$ cat src/rtl/dma_pkg.sv
// ============================================================================
// Module : dma_pkg
// Brief  : Shared types and default widths for the DMA arbiter slice.
// Rev    : 1.0 - initial release
// ============================================================================
`default_nettype none

package dma_pkg;

  localparam int DMA_ADD_LEN  = 16;
  localparam int DMA_DATA_LEN = 16;

  typedef enum logic [1:0] {
    IDLE    = 2'd0,
    GRANT   = 2'd1,
    BUSY    = 2'd2,
    RELEASE = 2'd3
  } dma_arb_state_t;

endpackage

`default_nettype wire

$ cat src/rtl/rr_pick.sv
// ============================================================================
// Module : rr_pick
// Brief  : Combinational rotating-priority picker: first set request at or
//          above ptr, wrapping to the lowest set request otherwise.
// Rev    : 1.0 - initial release
// ============================================================================
`default_nettype none

module rr_pick #(
  parameter int N_REQ = 4,
  parameter int ID_W  = 2
) (
  input  logic [N_REQ-1:0] req,
  input  logic [ID_W-1:0]  ptr,
  output logic [N_REQ-1:0] winner,
  output logic [ID_W-1:0]  winner_id
);

  logic w_found;

  // Pass one covers [ptr, N_REQ); pass two only fires when nothing there
  // requested, and the lowest set bit is then exactly the wrapped winner.
  always_comb begin
    w_found   = 1'b0;
    winner_id = '0;
    for (int i = 0; i < N_REQ; i++) begin
      if (!w_found && req[i] && (ID_W'(i) >= ptr)) begin
        w_found   = 1'b1;
        winner_id = ID_W'(i);
      end
    end
    for (int i = 0; i < N_REQ; i++) begin
      if (!w_found && req[i]) begin
        w_found   = 1'b1;
        winner_id = ID_W'(i);
      end
    end
    winner = w_found ? (N_REQ'(1) << winner_id) : '0;
  end

endmodule

`default_nettype wire

$ cat src/rtl/dma_arbiter.sv
// ============================================================================
// Module : dma_arbiter
// Brief  : Shares one dma_controller among N_DEV requesters; holds the grant
//          until end_flag, then rotates priority.
//          Build option: DMA_ARB_FIXED_PRIO_EN (lowest index always wins).
// Rev    : 1.0 - initial release
// ============================================================================
`default_nettype none

module dma_arbiter
  import dma_pkg::*;
#(
  parameter int N_DEV    = 4,
  parameter int ID_W     = 2,
  parameter int ADD_LEN  = DMA_ADD_LEN,
  parameter int DATA_LEN = DMA_DATA_LEN
) (
  input  logic                       clk,
  input  logic                       reset,
  input  logic [N_DEV-1:0]           req_rqst,
  input  logic [N_DEV-1:0]           req_rd_wr,
  input  logic [N_DEV*ADD_LEN-1:0]   req_num_words,
  input  logic [N_DEV*(ADD_LEN+1)-1:0] req_start_addr,
  input  logic [N_DEV-1:0]           req_dev_ack,
  input  logic [N_DEV*DATA_LEN-1:0]  req_dev_in,
  output logic [N_DEV-1:0]           req_dma_ack,
  output logic [N_DEV-1:0]           req_end_flag,
  output logic [DATA_LEN-1:0]        req_dev_out,
  output logic [N_DEV-1:0]           grant,
  output logic [ID_W-1:0]            grant_id,
  output logic                       busy,
  output logic                       dma_rqst,
  output logic                       dma_rd_wr,
  output logic [ADD_LEN-1:0]         dma_num_words,
  output logic [ADD_LEN:0]           dma_start_addr,
  output logic                       dma_dev_ack,
  output logic [DATA_LEN-1:0]        dma_dev_in,
  input  logic                       dma_ack_in,
  input  logic [DATA_LEN-1:0]        dma_dev_out_in,
  input  logic                       dma_end_flag_in
);

  localparam logic [ID_W-1:0] c_last_id = ID_W'(N_DEV - 1);

  dma_arb_state_t    r_state, w_state_nxt;
  logic [N_DEV-1:0]  r_grant, w_win, r_end_flag;
  logic [ID_W-1:0]   r_grant_id, w_win_id, w_rr_ptr;
  logic              w_active;

  logic [ADD_LEN-1:0]  w_nw  [N_DEV];
  logic [ADD_LEN:0]    w_sa  [N_DEV];
  logic [DATA_LEN-1:0] w_din [N_DEV];

  for (genvar g = 0; g < N_DEV; g++) begin : g_slice
    assign w_nw[g]  = req_num_words[g*ADD_LEN +: ADD_LEN];
    assign w_sa[g]  = req_start_addr[g*(ADD_LEN+1) +: (ADD_LEN+1)];
    assign w_din[g] = req_dev_in[g*DATA_LEN +: DATA_LEN];
  end

  rr_pick #(.N_REQ(N_DEV), .ID_W(ID_W)) u_pick (
    .req       (req_rqst),
    .ptr       (w_rr_ptr),
    .winner    (w_win),
    .winner_id (w_win_id)
  );

`ifdef DMA_ARB_FIXED_PRIO_EN
  assign w_rr_ptr = '0;
`else
  logic [ID_W-1:0] r_rr_ptr;

  always_ff @(posedge clk or negedge reset) begin
    if (!reset) begin
      r_rr_ptr <= '0;
    end else if (r_state == RELEASE) begin
      r_rr_ptr <= (r_grant_id == c_last_id) ? '0 : r_grant_id + ID_W'(1);
    end
  end

  assign w_rr_ptr = r_rr_ptr;
`endif

  always_comb begin
    w_state_nxt = r_state;
    case (r_state)
      IDLE:    if (|req_rqst) w_state_nxt = GRANT;
      GRANT:   w_state_nxt = dma_end_flag_in ? RELEASE : BUSY;
      BUSY:    if (dma_end_flag_in) w_state_nxt = RELEASE;
      RELEASE: w_state_nxt = IDLE;
      default: w_state_nxt = IDLE;
    endcase
  end

  always_ff @(posedge clk or negedge reset) begin
    if (!reset) begin
      r_state    <= IDLE;
      r_grant    <= '0;
      r_grant_id <= '0;
      r_end_flag <= '0;
    end else begin
      r_state    <= w_state_nxt;
      r_end_flag <= '0;
      case (r_state)
        IDLE: begin
          if (|req_rqst) begin
            r_grant    <= w_win;
            r_grant_id <= w_win_id;
          end
        end
        GRANT, BUSY: begin
          if (dma_end_flag_in) r_end_flag <= r_grant;
        end
        RELEASE: begin
          r_grant    <= '0;
          r_grant_id <= '0;
        end
        default: ;
      endcase
    end
  end

  // Parameters follow the granted slice; the controller samples them late.
  assign w_active       = |r_grant;
  assign grant          = r_grant;
  assign grant_id       = r_grant_id;
  assign busy           = (r_state != IDLE);
  assign dma_rqst       = (r_state == GRANT);
  assign req_end_flag   = r_end_flag;
  assign dma_rd_wr      = w_active ? req_rd_wr[r_grant_id]   : 1'b0;
  assign dma_dev_ack    = w_active ? req_dev_ack[r_grant_id] : 1'b0;
  assign dma_num_words  = w_active ? w_nw[r_grant_id]        : '0;
  assign dma_start_addr = w_active ? w_sa[r_grant_id]        : '0;
  assign dma_dev_in     = w_active ? w_din[r_grant_id]       : '0;
  assign req_dma_ack    = r_grant & {N_DEV{dma_ack_in}};
  assign req_dev_out    = w_active ? dma_dev_out_in : '0;

endmodule

`default_nettype wire

$ cat config.mk
export PLATFORM = sky130hd
export DESIGN_NAME = dma_arbiter
export DESIGN_NICKNAME = d
export VERILOG_FILES = /design/src/rtl/dma_pkg.sv /design/src/rtl/rr_pick.sv /design/src/rtl/dma_arbiter.sv
export SDC_FILE = /design/constraint.sdc
export NUM_CORES = 1
export LEC_CHECK = 0
export CORE_AREA = 2 2 121 123
export DETAILED_ROUTE_END_ITERATION = 7
export DIE_AREA = 0 0 123 125
export SKIP_CTS_REPAIR_TIMING = 1
export SYNTH_ARGS = -nofsm -noshare
export SYNTH_HDL_FRONTEND = slang
export SYNTH_SLANG_ARGS = --single-unit
$ cat constraint.sdc
create_clock -name clk -period 3.42 [get_ports clk]
set_input_delay 0.342 -clock clk [delete_from_list [all_inputs] [get_ports clk]]
set_output_delay 0.342 -clock clk [all_outputs]
set_load 0.03 [all_outputs]
* Word level (Yosys, flattened, before mapping)
Cells that the tools add are included.
** Operators by class
- Add/sub/neg operators :: 1
- Multipliers :: 0
- Divide/modulo/power cells :: 0
- Magnitude comparators :: 6
- Equal/unequal tests :: 6
- Shift-type cells :: 1
- Muxes and demuxes :: 46
- Bitwise gates (word level) :: 2
- Reductions and logical operators :: 26
** Operators with widths (number)
- $mux W16 :: 7
- $bmux W16 S2 :: 2
- $mux W17 :: 3
- $bmux W17 S2 :: 1
- $mux W2 :: 10
- $mux W4 :: 4
- $mux W1 :: 14
- $logic_and A1 B1 Y1 :: 11
- $pmux W2 S4 :: 1
- $pmux W4 S2 :: 1
- $reduce_or A4 Y1 :: 2
- $logic_not A1 Y1 :: 7
- $eq A2 B2 Y1 const B :: 3
- $and A4 B4 Y4 :: 1
- $bmux W1 S2 :: 2
- $ge A1 B2 Y1 const A :: 2
- $ge A2 B2 Y1 const A :: 2
- $ne A2 B2 Y1 const B :: 2
- $pmux W2 S2 :: 1
- $reduce_and A2 Y1 :: 2
- $reduce_bool A2 Y1 :: 2
- $shl A1 B2 Y4 const A :: 1
- $ge A3 B3 Y1 const B :: 1
- $lt A2 B3 Y1 const B :: 1
- 5 further kinds :: 5
** Storage, ports and cells
- Flip-flop bits (word level) :: 14
- Bits in latches :: 0
- Memory bits (writable) :: 0
- Bits in read-only memories :: 0
- Word-level logic and storage cells :: 93
- Memories kept :: 0

* Depth between registers and ports, before layout
- Depth after elaboration :: 31
- Gate-level depth with buffers :: 6

* Modules after synthesis
From an unflattened synthesis, not the netlist that was laid out.
** Unflattened totals
- Cells, all modules :: 230
- Area, all modules :: 2640.0 um^2
** Modules (own cells, without submodules)
- dma_arbiter :: times used 1, cells an instance 199, area each 2442.3 um^2
- rr_pick :: times used 1, cells an instance 31, area each 197.7 um^2

* Least setup slack after synthesis
No wires, ideal clock.
- Path type :: register to output
- Start point :: reg r_grant_id[1], in the netlist grant_id[1]
- End point :: out dma_num_words[15]
- Arrival :: 1629 ps
- Path slack :: 1449 ps
- Cell stages (with the launch flop) :: 5
- Path buffers :: 2
- Path through :: dfrtp_1 clkbuf_1 buf_2 mux4_2 nor2b_1
** On the way
- Word-level cells in the longest chain between the ends :: 5
** RTL lines
- start, declared :: RTL line dma_arbiter.sv:47 : logic [ID_W-1:0] r_grant_id, w_win_id, w_rr_ptr;
- start signal, assigned :: RTL line dma_arbiter.sv:107 : r_grant_id <= w_win_id;
- $not A2 Y3 (not written as such) :: RTL line dma_arbiter.sv:131 : assign dma_num_words = w_active ? w_nw[r_grant_id] : '0;
- $bmux W16 S2 :: RTL line dma_arbiter.sv:131
- $mux W16 (not written as such) (2 in series) :: RTL line dma_arbiter.sv:131
- $mux W16 :: RTL line dma_arbiter.sv:131
- end, declared :: RTL line dma_arbiter.sv:34 : output logic [ADD_LEN-1:0] dma_num_words,
Every way passes these cells. The select of a mux whose other input is x is not followed.

* Final worst setup path
- Start point :: reg r_grant_id[0], in the netlist grant_id[0]
- End point :: out dma_dev_in[3]
** On the way
- Word-level cells in the longest chain between the ends :: 5
** RTL lines
- $not A2 Y3 (not written as such) :: RTL line dma_arbiter.sv:133 : assign dma_dev_in = w_active ? w_din[r_grant_id] : '0;
- $bmux W16 S2 :: RTL line dma_arbiter.sv:133
- $mux W16 (not written as such) (2 in series) :: RTL line dma_arbiter.sv:133
- $mux W16 :: RTL line dma_arbiter.sv:133
- end, declared :: RTL line dma_arbiter.sv:37 : output logic [DATA_LEN-1:0] dma_dev_in,
Every way passes these cells. The select of a mux whose other input is x is not followed.

==> flow_summary.yaml <==
sta:
  clock.fmax_mhz: 367
  maxSlewViolCount: 0
  slew_headroom_pct: 58.7
  setup-violations-final: 0
  post-route-period-util_pct: 79.8
  tns_ps: 0
  rsz0062_at_grt: "false"
  tightestPinTransition_ps: 617
  report.final.hold_viol_count: 0
  fin_crit_ps: 2730
  fin_skew_ps: 1.54
synth:
  ys_ff_latch: 14
  ys_top_cells_by_count: "nor2b_1, mux4_2, dfrtp_1, buf_2"
  synth_area_um2: 2500
  yosysMostFrequentCell: "nor2b_1"
  synth_compound_area_share_pct: 7.24
  synth_warnings: 0
  async_flop_share_pct: 100
  synth_cell_type_count: 32
  avgSynthCellArea_um2: 11.7
  yosys.area.top_type_share_pct: 45.9
  synth_xor_area_share_pct: 0
  synthAdderAreaFrac_pct: 3.00
  yosysTopAreaCell: "mux4_2"
  yosys-top-cells-area: "mux4_2, nor2b_1, dfrtp_1"
  seq_area_frac_synth_pct: 14.0
  netlist_instances: 214
  synth-edff-count: 0
  yosys.area_share.simple_pct: 23.1
  synth_top_family_by_area: "multiplexers"
  synth_nets: 448
  synth_ff_type: "dfrtp_1"
  synthMuxAreaShare_pct: 46.7
setup_path:
  cp-end-kind: "primary output"
  cp_max_fo: 25
  crit_arrival_ps: 2390
  rr_endpoint: "grant_id[0]$_DFFE_PN0P_"
  worstSetupEndpoint: "dma_dev_in[3]"
  required_ps: 3080
  path_cells: "buf_4 -> mux4_2 -> nor2b_1 -> clkdlybuf4s50_1"
  rr_startpoint: "r_rr_ptr[1]$_DFFE_PN0P_"
  crit_slowest_cell: "clkdlybuf4s50_1"
  startpoint_type: "flip-flop"
  rrSetupSlack_ps: 1780
  path_class: "reg -> out"
  r2r_cells: 4
  cpPeakStageDelay_ps: 600
  crit_start: "grant_id[0]$_DFFE_PN0P_"
cts:
  clk_latency_ps: 250
  cts_tree: "built"
  clkTransAtPathRegs_ps: 50
  htreeDepth: 1
  cts_buffers: 3
  clock-sinks: 14
  root_buffer: "clkbuf_16"
  clk_path_buf_depth: 2
power:
  vdd_ir_drop_max_v: 0.000455
  power.leakage_nw: 2.07
  p_per_area_nw_per_um2: 658
route:
  wl_per_cell_um: 20.6
  drtPass1Iterations: 4
  routed_wirelength_um: 14400
  via_count: 3093
  drt_iter0_markers: 110
  antenna_left: 0
  vias_per_cell: 4.43
  drc: 0
placed_design:
  place_congestion: 1.02
  portBuffers: 310
  dp_hpwl_um: 12500
  placed_cells: 692
floorplan:
  fp.dieW_um: 123
  die_h_um: 125
  die-area_um2: 15400
  core_area_um2: 14200
  boundaryPins: 311
  start_util_pct: 17.6
  num_rows: 44
global_route:
  grt_pass1_wl_um: 20600
  grt.overflow.total: 0
  grt_pass1_vias: 3312
  grt_antenna_before_repair: 4
  grt_max_degree: 68
  track_usage_pct: 17.8
cells_and_area:
  syn_to_final_growth_pct: 135
  final_cells: 698
  drive_above_1_share_pct: 12.9
  nFillCells: 1389
  nets: 747
min_path:
  hold_path.class: "in -> async"
job:
  cap_viol_max_count: 0
run_status:
  outcome: "complete, no violations"
## routing by layer
metal  wire length, um  GRT usage, %  vias to the layer above
met3              1180          4.29                       23
met5                26             0                        -
met2              7690          33.4                      151
li1                  -             -                     1426
met1              5190          20.0                     1489
met4               308          3.94                        4
## worst max-delay path: cells and delay by family (launching register included)
family / cells / cell delay (ps)
buffers and inverters: 2 / 990
AND/OR/NAND/NOR: 1 / 150
flip-flops: 1 / 420
multiplexers: 1 / 560
## worst min path at each step
stage | startpoint | endpoint | cells past startpoint
after CTS | reset | grant[1]$_DFFE_PN0P_ | 1
final | reset | grant[1]$_DFFE_PN0P_ | 1
after global placement | r_rr_ptr[0]$_DFFE_PN0P_ | r_rr_ptr[0]$_DFFE_PN0P_ | 2
after global routing | reset | grant[1]$_DFFE_PN0P_ | 1
after floorplan | reset | grant[0]$_DFFE_PN0P_ | 0
after detailed placement | r_rr_ptr[0]$_DFFE_PN0P_ | r_rr_ptr[0]$_DFFE_PN0P_ | 2
## cell type report
type	instances	area, um2	area share, %
clock buffer	4	88.8	1.51
timing repair buffer	314	3170	53.9
multi-input combinational	176	2010	34.2
antenna	2	5.00	0.0851
inverter	4	15.0	0.255
sequential	14	355	6.05
tap	184	230	3.92
## report_power, final
group	internal, W	switching [W]	leakage, nW
registers	0.000222	0.0000974	0.180
logic	0.00157	0.00174	1.84
clock network	0.000177	0.0000690	0.0442
## per-stage QoR
stage               util [%]  power [W]  hold WS, ps  cell area (um2)  setup slack [ps]
global route            41.4    0.00410          537             5880               556
finish                  41.4    0.00387          486             5880               692
floorplan                  -    0.00230         46.4             2500              1450
global placement        40.7    0.00363          601             5780               932
detailed placement      40.7    0.00367          606             5780               910
CTS                     41.3    0.00392          524             5870               646
## placed cells by master (no fill, tap or decap), types with 3 or more instances in the layout
| cell | instances |
|---|---|
| clkdlybuf4s50_1 | 310 |
| nor2b_1 | 68 |
| mux4_2 | 51 |
| dfrtp_1 | 12 |
| ha_1 | 6 |
| o21ai_0 | 5 |
| nand2_1 | 5 |
| inv_1 | 4 |
| and2_1 | 4 |
| and3_1 | 4 |
| a21oi_1 | 4 |
| nor2_1 | 3 |
| nand2b_1 | 3 |
| a21boi_0 | 3 |
| clkbuf_16 | 3 |
| buf_12 | 3 |
## flip-flops by register name (all words and copies together), names as in the netlist
register / flops
r_rr_ptr: 2
r_state: 2
grant: 4
grant_id: 2
req_end_flag: 4
## logic make-up (layout without fill, tap and decap cells)
logic type	Yosys count	after routing
other	0	2
buffers and inverters	24	322
flip-flops	14	14
multiplexers	53	53
AND/OR/NAND/NOR	91	91
adder cells (fa/ha/maj)	6	6
AO/OA/AOI/OAI	26	26
No activity file was read; power rests on OpenSTA's default activity.
